## config.mk

```make
export PLATFORM = sky130hd
export DESIGN_NAME = uart_rx_param
export DESIGN_NICKNAME = d
export VERILOG_FILES = /design/src/rtl/uart_rx_param.sv
export SDC_FILE = /design/constraint.sdc
export NUM_CORES = 1
export LEC_CHECK = 0
export CAP_MARGIN = 30
export CORE_AREA = 2 2 65 67
export CTS_CLUSTER_DIAMETER = 80
export CTS_CLUSTER_SIZE = 8
export DETAILED_ROUTE_END_ITERATION = 8
export DIE_AREA = 0 0 67 69
export DONT_BUFFER_PORTS = 1
export PLACE_DENSITY = 0.76
export SLEW_MARGIN = 20
export SYNTH_ARGS = -nofsm -noshare
export SYNTH_HDL_FRONTEND = slang
export SYNTH_SLANG_ARGS = --single-unit
```

## constraint.sdc

```tcl
create_clock -name clk -period 2.8 [get_ports clk]
set_input_delay 0.56 -clock clk [delete_from_list [all_inputs] [get_ports clk]]
set_output_delay 0.56 -clock clk [all_outputs]
set_load 0.01 [all_outputs]
```

## src/rtl/uart_rx_param.sv

```systemverilog
`timescale 1ns/1ps
// Parametrised UART receiver: 2-flop synchroniser, 3-sample majority vote,
// configurable payload/parity/stop, one-entry holding register with valid/ready.
module uart_rx_param #(
  parameter int CYCLES_PER_BIT = 5000,
  parameter int PAYLOAD_BITS   = 8,
  parameter int PARITY_MODE    = 0,
  parameter int STOP_BITS      = 1
) (
  input  logic                    clk,
  input  logic                    resetn,
  input  logic                    uart_rxd,
  input  logic                    uart_rx_en,
  input  logic                    uart_rx_ready,
  output logic                    uart_rx_valid,
  output logic [PAYLOAD_BITS-1:0] uart_rx_data,
  output logic                    uart_rx_parity_err,
  output logic                    uart_rx_frame_err,
  output logic                    uart_rx_break,
  output logic                    uart_rx_overrun,
  output logic                    uart_rx_busy
);

  if (CYCLES_PER_BIT < 8 || CYCLES_PER_BIT > 65535 ||
      PAYLOAD_BITS < 5 || PAYLOAD_BITS > 9 ||
      PARITY_MODE < 0 || PARITY_MODE > 2 ||
      STOP_BITS < 1 || STOP_BITS > 2) begin : g_bad_params
    $error("uart_rx_param: illegal parameter value");
  end

  localparam int CNT_W = $clog2(CYCLES_PER_BIT);
  localparam logic [CNT_W-1:0] HALF_CNT = CNT_W'(CYCLES_PER_BIT / 2 - 1);
  localparam logic [CNT_W-1:0] FULL_CNT = CNT_W'(CYCLES_PER_BIT - 1);
  localparam logic [3:0] DATA_LAST = 4'(PAYLOAD_BITS - 1);
  localparam logic [3:0] STOP_LAST = 4'(STOP_BITS - 1);
  localparam logic ODD_PARITY = (PARITY_MODE == 2);

  typedef enum logic [2:0] {S_IDLE, S_START, S_DATA, S_PARITY, S_STOP} state_t;

  function automatic logic maj3(input logic [2:0] h);
    return (h[0] & h[1]) | (h[0] & h[2]) | (h[1] & h[2]);
  endfunction

  function automatic logic parity_of(input logic [PAYLOAD_BITS-1:0] d, input logic pb);
    return (^d) ^ pb;
  endfunction

  state_t state, state_next;
  logic rxd_p0, rxd_s;
  logic [2:0] hist;
  logic bit_s;
  logic [CNT_W-1:0] cnt;
  logic [3:0] bit_cnt;
  logic [PAYLOAD_BITS-1:0] shreg;
  logic fe_acc, pe_acc, fe_final;
  logic sample, frame_done;

  // Stage p0/p1: synchroniser, then 3-deep history feeding the majority vote
  always_ff @(posedge clk) begin
    if (!resetn || !uart_rx_en) begin
      rxd_p0 <= 1'b1;
      rxd_s  <= 1'b1;
      hist   <= 3'b111;
    end else begin
      rxd_p0 <= uart_rxd;
      rxd_s  <= rxd_p0;
      hist   <= {hist[1:0], rxd_s};
    end
  end

  assign bit_s = maj3(hist);

  always_ff @(posedge clk) begin
    if (!resetn) state <= S_IDLE;
    else         state <= state_next;
  end

  always_comb begin
    state_next = state;
    if (!uart_rx_en) begin
      state_next = S_IDLE;
    end else begin
      case (state)
        S_IDLE:   if (!rxd_s) state_next = S_START;
        S_START:  if (sample) state_next = bit_s ? S_IDLE : S_DATA;
        S_DATA:   if (sample && bit_cnt == DATA_LAST)
                    state_next = (PARITY_MODE != 0) ? S_PARITY : S_STOP;
        S_PARITY: if (sample) state_next = S_STOP;
        S_STOP:   if (sample && bit_cnt == STOP_LAST) state_next = S_IDLE;
        default:  state_next = S_IDLE;
      endcase
    end
  end

  always_comb begin
    uart_rx_busy = (state != S_IDLE);
    sample       = 1'b0;
    case (state)
      S_START:                  sample = (cnt == HALF_CNT);
      S_DATA, S_PARITY, S_STOP: sample = (cnt == FULL_CNT);
      default:                  sample = 1'b0;
    endcase
    frame_done = uart_rx_en && (state == S_STOP) && sample && (bit_cnt == STOP_LAST);
  end

  // Stage p2: bit timing, payload assembly and per-frame status accumulation
  always_ff @(posedge clk) begin
    if (!resetn) begin
      cnt     <= '0;
      bit_cnt <= '0;
      fe_acc  <= 1'b0;
      pe_acc  <= 1'b0;
    end else begin
      if (state_next != state || sample) cnt <= '0;
      else if (state != S_IDLE)          cnt <= cnt + CNT_W'(1);
      if (state_next != state) bit_cnt <= '0;
      else if (sample)         bit_cnt <= bit_cnt + 4'd1;
      if (state == S_IDLE) begin
        fe_acc <= 1'b0;
        pe_acc <= 1'b0;
      end else if (sample) begin
        if (state == S_PARITY) pe_acc <= parity_of(shreg, bit_s) != ODD_PARITY;
        if (state == S_STOP)   fe_acc <= fe_acc | ~bit_s;
      end
    end
  end

  // Every payload bit is overwritten before use, so the shifter needs no reset
  always_ff @(posedge clk) begin
    if (state == S_DATA && sample) shreg <= {bit_s, shreg[PAYLOAD_BITS-1:1]};
  end

  assign fe_final = fe_acc | ~bit_s;

  // Stage p3: holding register and handshake
  always_ff @(posedge clk) begin
    if (!resetn) begin
      uart_rx_valid      <= 1'b0;
      uart_rx_data       <= '0;
      uart_rx_parity_err <= 1'b0;
      uart_rx_frame_err  <= 1'b0;
      uart_rx_break      <= 1'b0;
      uart_rx_overrun    <= 1'b0;
    end else begin
      uart_rx_overrun <= 1'b0;
      if (frame_done && (!uart_rx_valid || uart_rx_ready)) begin
        uart_rx_valid      <= 1'b1;
        uart_rx_data       <= shreg;
        uart_rx_parity_err <= pe_acc;
        uart_rx_frame_err  <= fe_final;
        uart_rx_break      <= (shreg == '0) && fe_final;
      end else begin
        if (frame_done) uart_rx_overrun <= 1'b1;
        if (uart_rx_valid && uart_rx_ready) uart_rx_valid <= 1'b0;
      end
    end
  end

endmodule

```

======== Word level (Yosys, flattened, before mapping) ========
Cells that the tools add are included.
Widths: inputs -> output; s select.
cells by class
  $mul .................................... 0
  divide/modulo/power cells ............... 0
  shift operators ......................... 0
  mux-type cells .......................... 12
  equal/unequal tests ..................... 8
  add/sub/neg operators ................... 2
  reductions and logical operators ........ 28
  bitwise operators ....................... 9
  magnitude comparators ................... 0
operators with widths
  cell                   number
  $mux 3                 6
  $pmux 3 s5             1
  $add 13x1->13 const B  1
  $eq 13x12->1 const B   1
  $eq 13x13->1 const B   1
  $logic_and 1x1->1      9
  $logic_not 8->1        1
  $reduce_or 2->1        4
  $reduce_xor 8->1       1
  $eq 3x2->1 const B     2
  $add 4x1->4 const B    1
  $eq 4x3->1 const B     1
  $logic_not 4->1        1
  $reduce_and 2->1       2
  $and 1x1->1            3
  $eq 3x1->1 const B     1
  $eq 3x3->1 const B     1
  $logic_not 1->1        3
  $logic_not 3->1        1
  $logic_or 1x1->1       3
  $mux 1                 3
  $ne 3x3->1             1
  $or 1x1->1             3
  $reduce_bool 3->1      1
  other kinds (6)        7
word-level totals
  bits in latches ......................... 0
  bits in writable memories ............... 0
  logic and storage cells ................. 74
  register bits ........................... 48
  bits in read-only memories .............. 0
  output and inout bits ................... 14
  memories kept ........................... 0

======== Longest topological paths before layout ========
  word-level depth ........................ 10
  mapped depth ............................ 8

======== Least setup slack after synthesis ========
OpenSTA, ideal clock, no wires.
  path type ............................... reg-to-reg
  from .................................... reg cnt[0]
  to ...................................... reg shreg[0], enable pin
  path slack .............................. 0.566 ns
  data arrival time ....................... 1.850 ns
  setup time .............................. 0.383 ns
  path buffers ............................ 1
  cell stages (with the launch flop) ...... 6
  clock period less this slack ............ 2.234 ns
  path through ............................ dfxtp_1 > ha_1 > nor4bb_1 > clkbuf_1 > o21ai_2 > nor3_1
on the way
  longest elaborated chain between the ends .. 3
RTL lines
  what                                          line     RTL
  start: declaration                            52       logic [CNT_W-1:0] cnt;
  start signal: assignment                      115      else if (state != S_IDLE) cnt <= cnt + CNT_W'(1);
  $eq 13x13->1 or $eq 13x12->1 (tied branches)  100, 99
  $pmux 1 s2 (*)                                98       case (state)
  $logic_and 1x1->1 (*)                         130      if (state == S_DATA && sample) shreg <= {bit_s, shreg[PAYLOAD_BITS-1:1]};
  end signal: assignment                        130
  end: declaration                              54       logic [PAYLOAD_BITS-1:0] shreg;
Every way passes the cells marked *; elsewhere a longest branch is shown, timed or not.
A chain may end at the register's enable or synchronous reset.

======== Final worst setup path ========
  from .................................... reg state[0]
  to ...................................... reg bit_cnt[1]
on the way
  longest elaborated chain between the ends .. 9
RTL lines
  what                                      line    RTL
  start: declaration                        48      state_t state, state_next;
  start signal: assignment                  75      else state <= state_next;
  $eq 3x3->1 or $eq 3x2->1 (tied branches)  83, 98
  $reduce_or 3->1                           98
  $pmux 1 s2                                98
  $logic_and 1x1->1 (on tied branches)      89, 86
  $mux 3 (on tied branches)                 89, 86
  $pmux 3 s5                                83      case (state)
  $mux 3                                    80      if (!uart_rx_en) begin
  $ne 3x3->1                                116     if (state_next != state) bit_cnt <= '0;
  $reduce_or 2->1 (no source line)          n/a
  end signal: assignment                    117     else if (sample) bit_cnt <= bit_cnt + 4'd1;
  end: declaration                          53      logic [3:0] bit_cnt;
Several ways; a longest one is shown, not always the timed one.

==> summary.md <==
| Metric | Value |
|---|---|
| Ys Warns | `0` |
| Synthesized cell area | `0.00235 mm²` |
| Max Transition Viols Final | `0` |
| Gates resized, CTS repair | `0` |
| Die ar. | `0.00462 mm²` |
| Static Leak | `0.923 nW` |
| Data arrival time of the worst path | `about 2.5 ns` |
| Cell area power density | `489 mW/mm²` |
| Setup ws final | `0.450 ns` |
| DR iter-0 viols | `129` |
| Via-per-instance ratio | `5.78` |
| Root Driver | `clkbuf_8` |
| Register bit count reported by yosys | `48` |
| Final setup viols | `0` |
| Asr flop ratio synth | `0` |
| Critical Path RT | `2.97 ns` |
| Post-Syn Nets | `259` |
| Int Pwr | `0.000974 W` |
| WS Path Type | `reg -> reg` |
| Num CTS Buffers | `5` |
| Final HPWL DP | `3030 µm` |
| Final Non-Filler Cells | `300` |
| Clock Sink Count | `48` |
| Global-route wire length before repair | `7290 µm` |
| Worst VDD drop | `0.308 mV` |
| Switch Pwr | `0.000255 W` |
| Antenna violations before repair | `0` |
| Status | `finished clean` |
| Clk slew on worst S/H paths | `0.09 ns` |
| Worst Setup End Kind | `register` |
| Total global-route track usage | `0.205` |
| GRT Residual Overflow | `0` |
| DP Cell Count | `292` |
| Fill cell count | `343` |
| Max-Slew Margin vs Limit | `0.559` |
| Syn Inst Count | `247` |
| Hold Crit Class | `in -> reg` |
| Mean Syn Cell Area | `9.52 µm²` |
| Setup repair after global routing missed its margin | `no` |
| Slowest CP cell | `dfxtp_1` |
| Wirelength per Cell | `14.6 µm` |
| DIE WIDTH | `67 µm` |
| Seq pwr share | `0.570` |
| Post-synthesis sequential area ratio | `0.443` |
| Area leader, netlist | `dfxtp_1` |
| Switch share | `0.207` |
| Clock buffer depth | `2` |
| RD Place Congestion | `0.890` |
| H-tree levels | `2` |
| Dpl ws | `0.487 ns` |
| Share of cells above drive strength 1 | `0.116` |
| Pre-Repair DR Iteration Count | `4` |
| Post-synth EDFFs | `8` |
| TNS Setup | `0 ns` |
| Fmax | `426 MHz` |
| Max incr delay on CP | `0.59 ns` |
| Top cells by area, synth | `dfxtp_1, edfxtp_1, nand2_1, mux2i_1, xnor2_1` |
| Vias | `approximately 1700` |
| Final hold viol count | `0` |
| Initial Util | `0.601` |
| Clock network power share | `0.417` |
| Final design utilization | `0.642` |
| Core Footprint | `0.00391 mm²` |
| Port-buffer cells | `0` |
| Reg2Reg Depth | `5` |
| Vias in the first global route | `about 1600` |
| Worst-Margin Slew | `~0.66 ns` |
| Pin count of the biggest net entering global routing | `25` |
| Post-Route WL | `4380 µm` |
| CP cell instances | `or3b_2 > nor3_4 > o21ai_2 > o21bai_1 > a211oi_1` |
| Syn-to-layout area delta | `6.86%` |
| Post-CTS Setup Inserts | `0` |
| Worst Setup Start Kind | `register` |
| Max Cap Viol | `0` |
| Worst-skew pair later-pin latency | `0.31 ns` |
| # DRC | `0` |
| Number of nets still failing antenna checks after routing | `0` |
| Hold Buf Count CTS | `0` |
| Io pins | `19` |
| CTS tree | `yes` |
| Post-layout min period | `around 2.3 ns` |
| Comb pwr share | `0.013` |
| Die Y | `69 µm` |
| Skew final | `roughly 0.012 ns` |
| Post-synth top area share | `0.340` |
| Main synth FF type | `dfxtp_1` |
| Post-layout nets | `~260` |
| Critical Path Fanout Max | `15` |
| Synth cell types | `49` |
| Row count | `23` |
| Worst Hold Depth | `1` |
| Final Cycle Share | `0.839` |
| N_diodes | `0` |
metal layers:
metal  track usage  vias to the layer above  wire (µm)
met5             0                        -          0
met4        0.0884                        0         62
met3        0.0636                        5        227
met2         0.270                       39       1800
met1         0.307                      809       2290
li1              -                      880          -
cell type report:
type                            count  area (µm²)  area share
Clock buffer                        5        68.8      0.0274
Clock inverter                      3        46.3      0.0184
Inverter                           17        63.8      0.0254
Multi-Input combinational cell    173        1200       0.478
Sequential cell                    48        1040       0.414
Tap cell                           50        62.6      0.0249
Timing Repair Buffer                4        30.0      0.0119
synthesized netlist by cell type (3+ instances only):
master    instances
clkbuf_1          4
dfxtp_1          40
o211ai_1          4
nor2_1            7
and3_1            5
nand2b_1          3
buf_2             4
or2_2             5
a31oi_1           3
inv_1            17
nand2_1          33
nand4_1           4
o21ai_2           3
a211oi_1          9
edfxtp_1          8
a21oi_1           4
nor3_1           16
mux2i_1          12
xnor2_1          13
xor2_1            6
ha_1              7
path summary, 6_finish.rpt:
check / start / endpoint / slack [ns]
max: state[0] / bit_cnt[1] / 0.45
min: uart_rxd / rxd_p0 / 0.35
max reg2reg: state[0] / bit_cnt[1] / 0.45
min reg2reg: rxd_p0 / rxd_s / 0.42
placed cells by master, fill, tap and decap left out, types with 3 or more instances in the layout:
cell	Yosys	layout
a211oi_1	9	9
a21oi_1	4	4
a31oi_1	3	3
and3_1	5	5
buf_4	0	4
clkbuf_8	0	5
dfxtp_1	40	40
edfxtp_1	8	8
ha_1	7	7
inv_1	17	17
mux2i_1	12	12
nand2_1	33	33
nand2b_1	3	3
nand4_1	4	4
nor2_1	7	7
nor3_1	16	16
o211ai_1	4	4
o21ai_2	3	3
or2_2	5	5
xnor2_1	13	13
xor2_1	6	6
critical path, delay by kind of cell, from the launching register on:
kind             cells  cell delay (ns)
AO/OA/AOI/OAI        3             0.86
flip-flops           1             0.59
AND/OR/NAND/NOR      2             0.75
sequential cells by signal, summed over array words and instances, names as in the netlist:
register	count
cnt	13
shreg	8
uart_rx_data	8
bit_cnt	4
hist	3
state	3
fe_acc	1
pe_acc	1
rxd_p0	1
rxd_s	1
uart_rx_break	1
uart_rx_frame_err	1
uart_rx_overrun	1
uart_rx_parity_err	1
uart_rx_valid	1
per-stage QoR:
stage	power, W	area (µm²)	hold WS [ns]
after floorplan	0.000731	2350	0.393
after global placement	0.000732	2400	0.395
after detailed placement	0.000732	2400	0.398
after CTS	0.00124	2510	0.348
after global routing	0.00128	2510	0.331
final	0.00123	2510	0.354
power by group through the flow:
stage	sequential [W]	clock, W	combinational, W
2_1_floorplan	0.000716	0	0.0000157
3_3_place_gp	0.000716	0	0.0000156
3_5_place_dp	0.000716	0	0.0000157
4_1_cts	0.000700	0.000525	0.0000157
5_1_grt	0.000700	0.000560	0.0000175
6_report	0.000700	0.000513	0.0000161
kinds of logic after synthesis:
group / Yosys count / synth area share
AND/OR/NAND/NOR: 97 / 0.229
flip-flops: 48 / 0.443
AO/OA/AOI/OAI: 37 / 0.118
buffers and inverters: 26 / 0.0468
XOR/XNOR: 19 / 0.0707
multiplexers: 12 / 0.0511
adder cells (fa/ha/maj): 8 / 0.0415
Note: power is estimated with default switching activity, not from simulation.
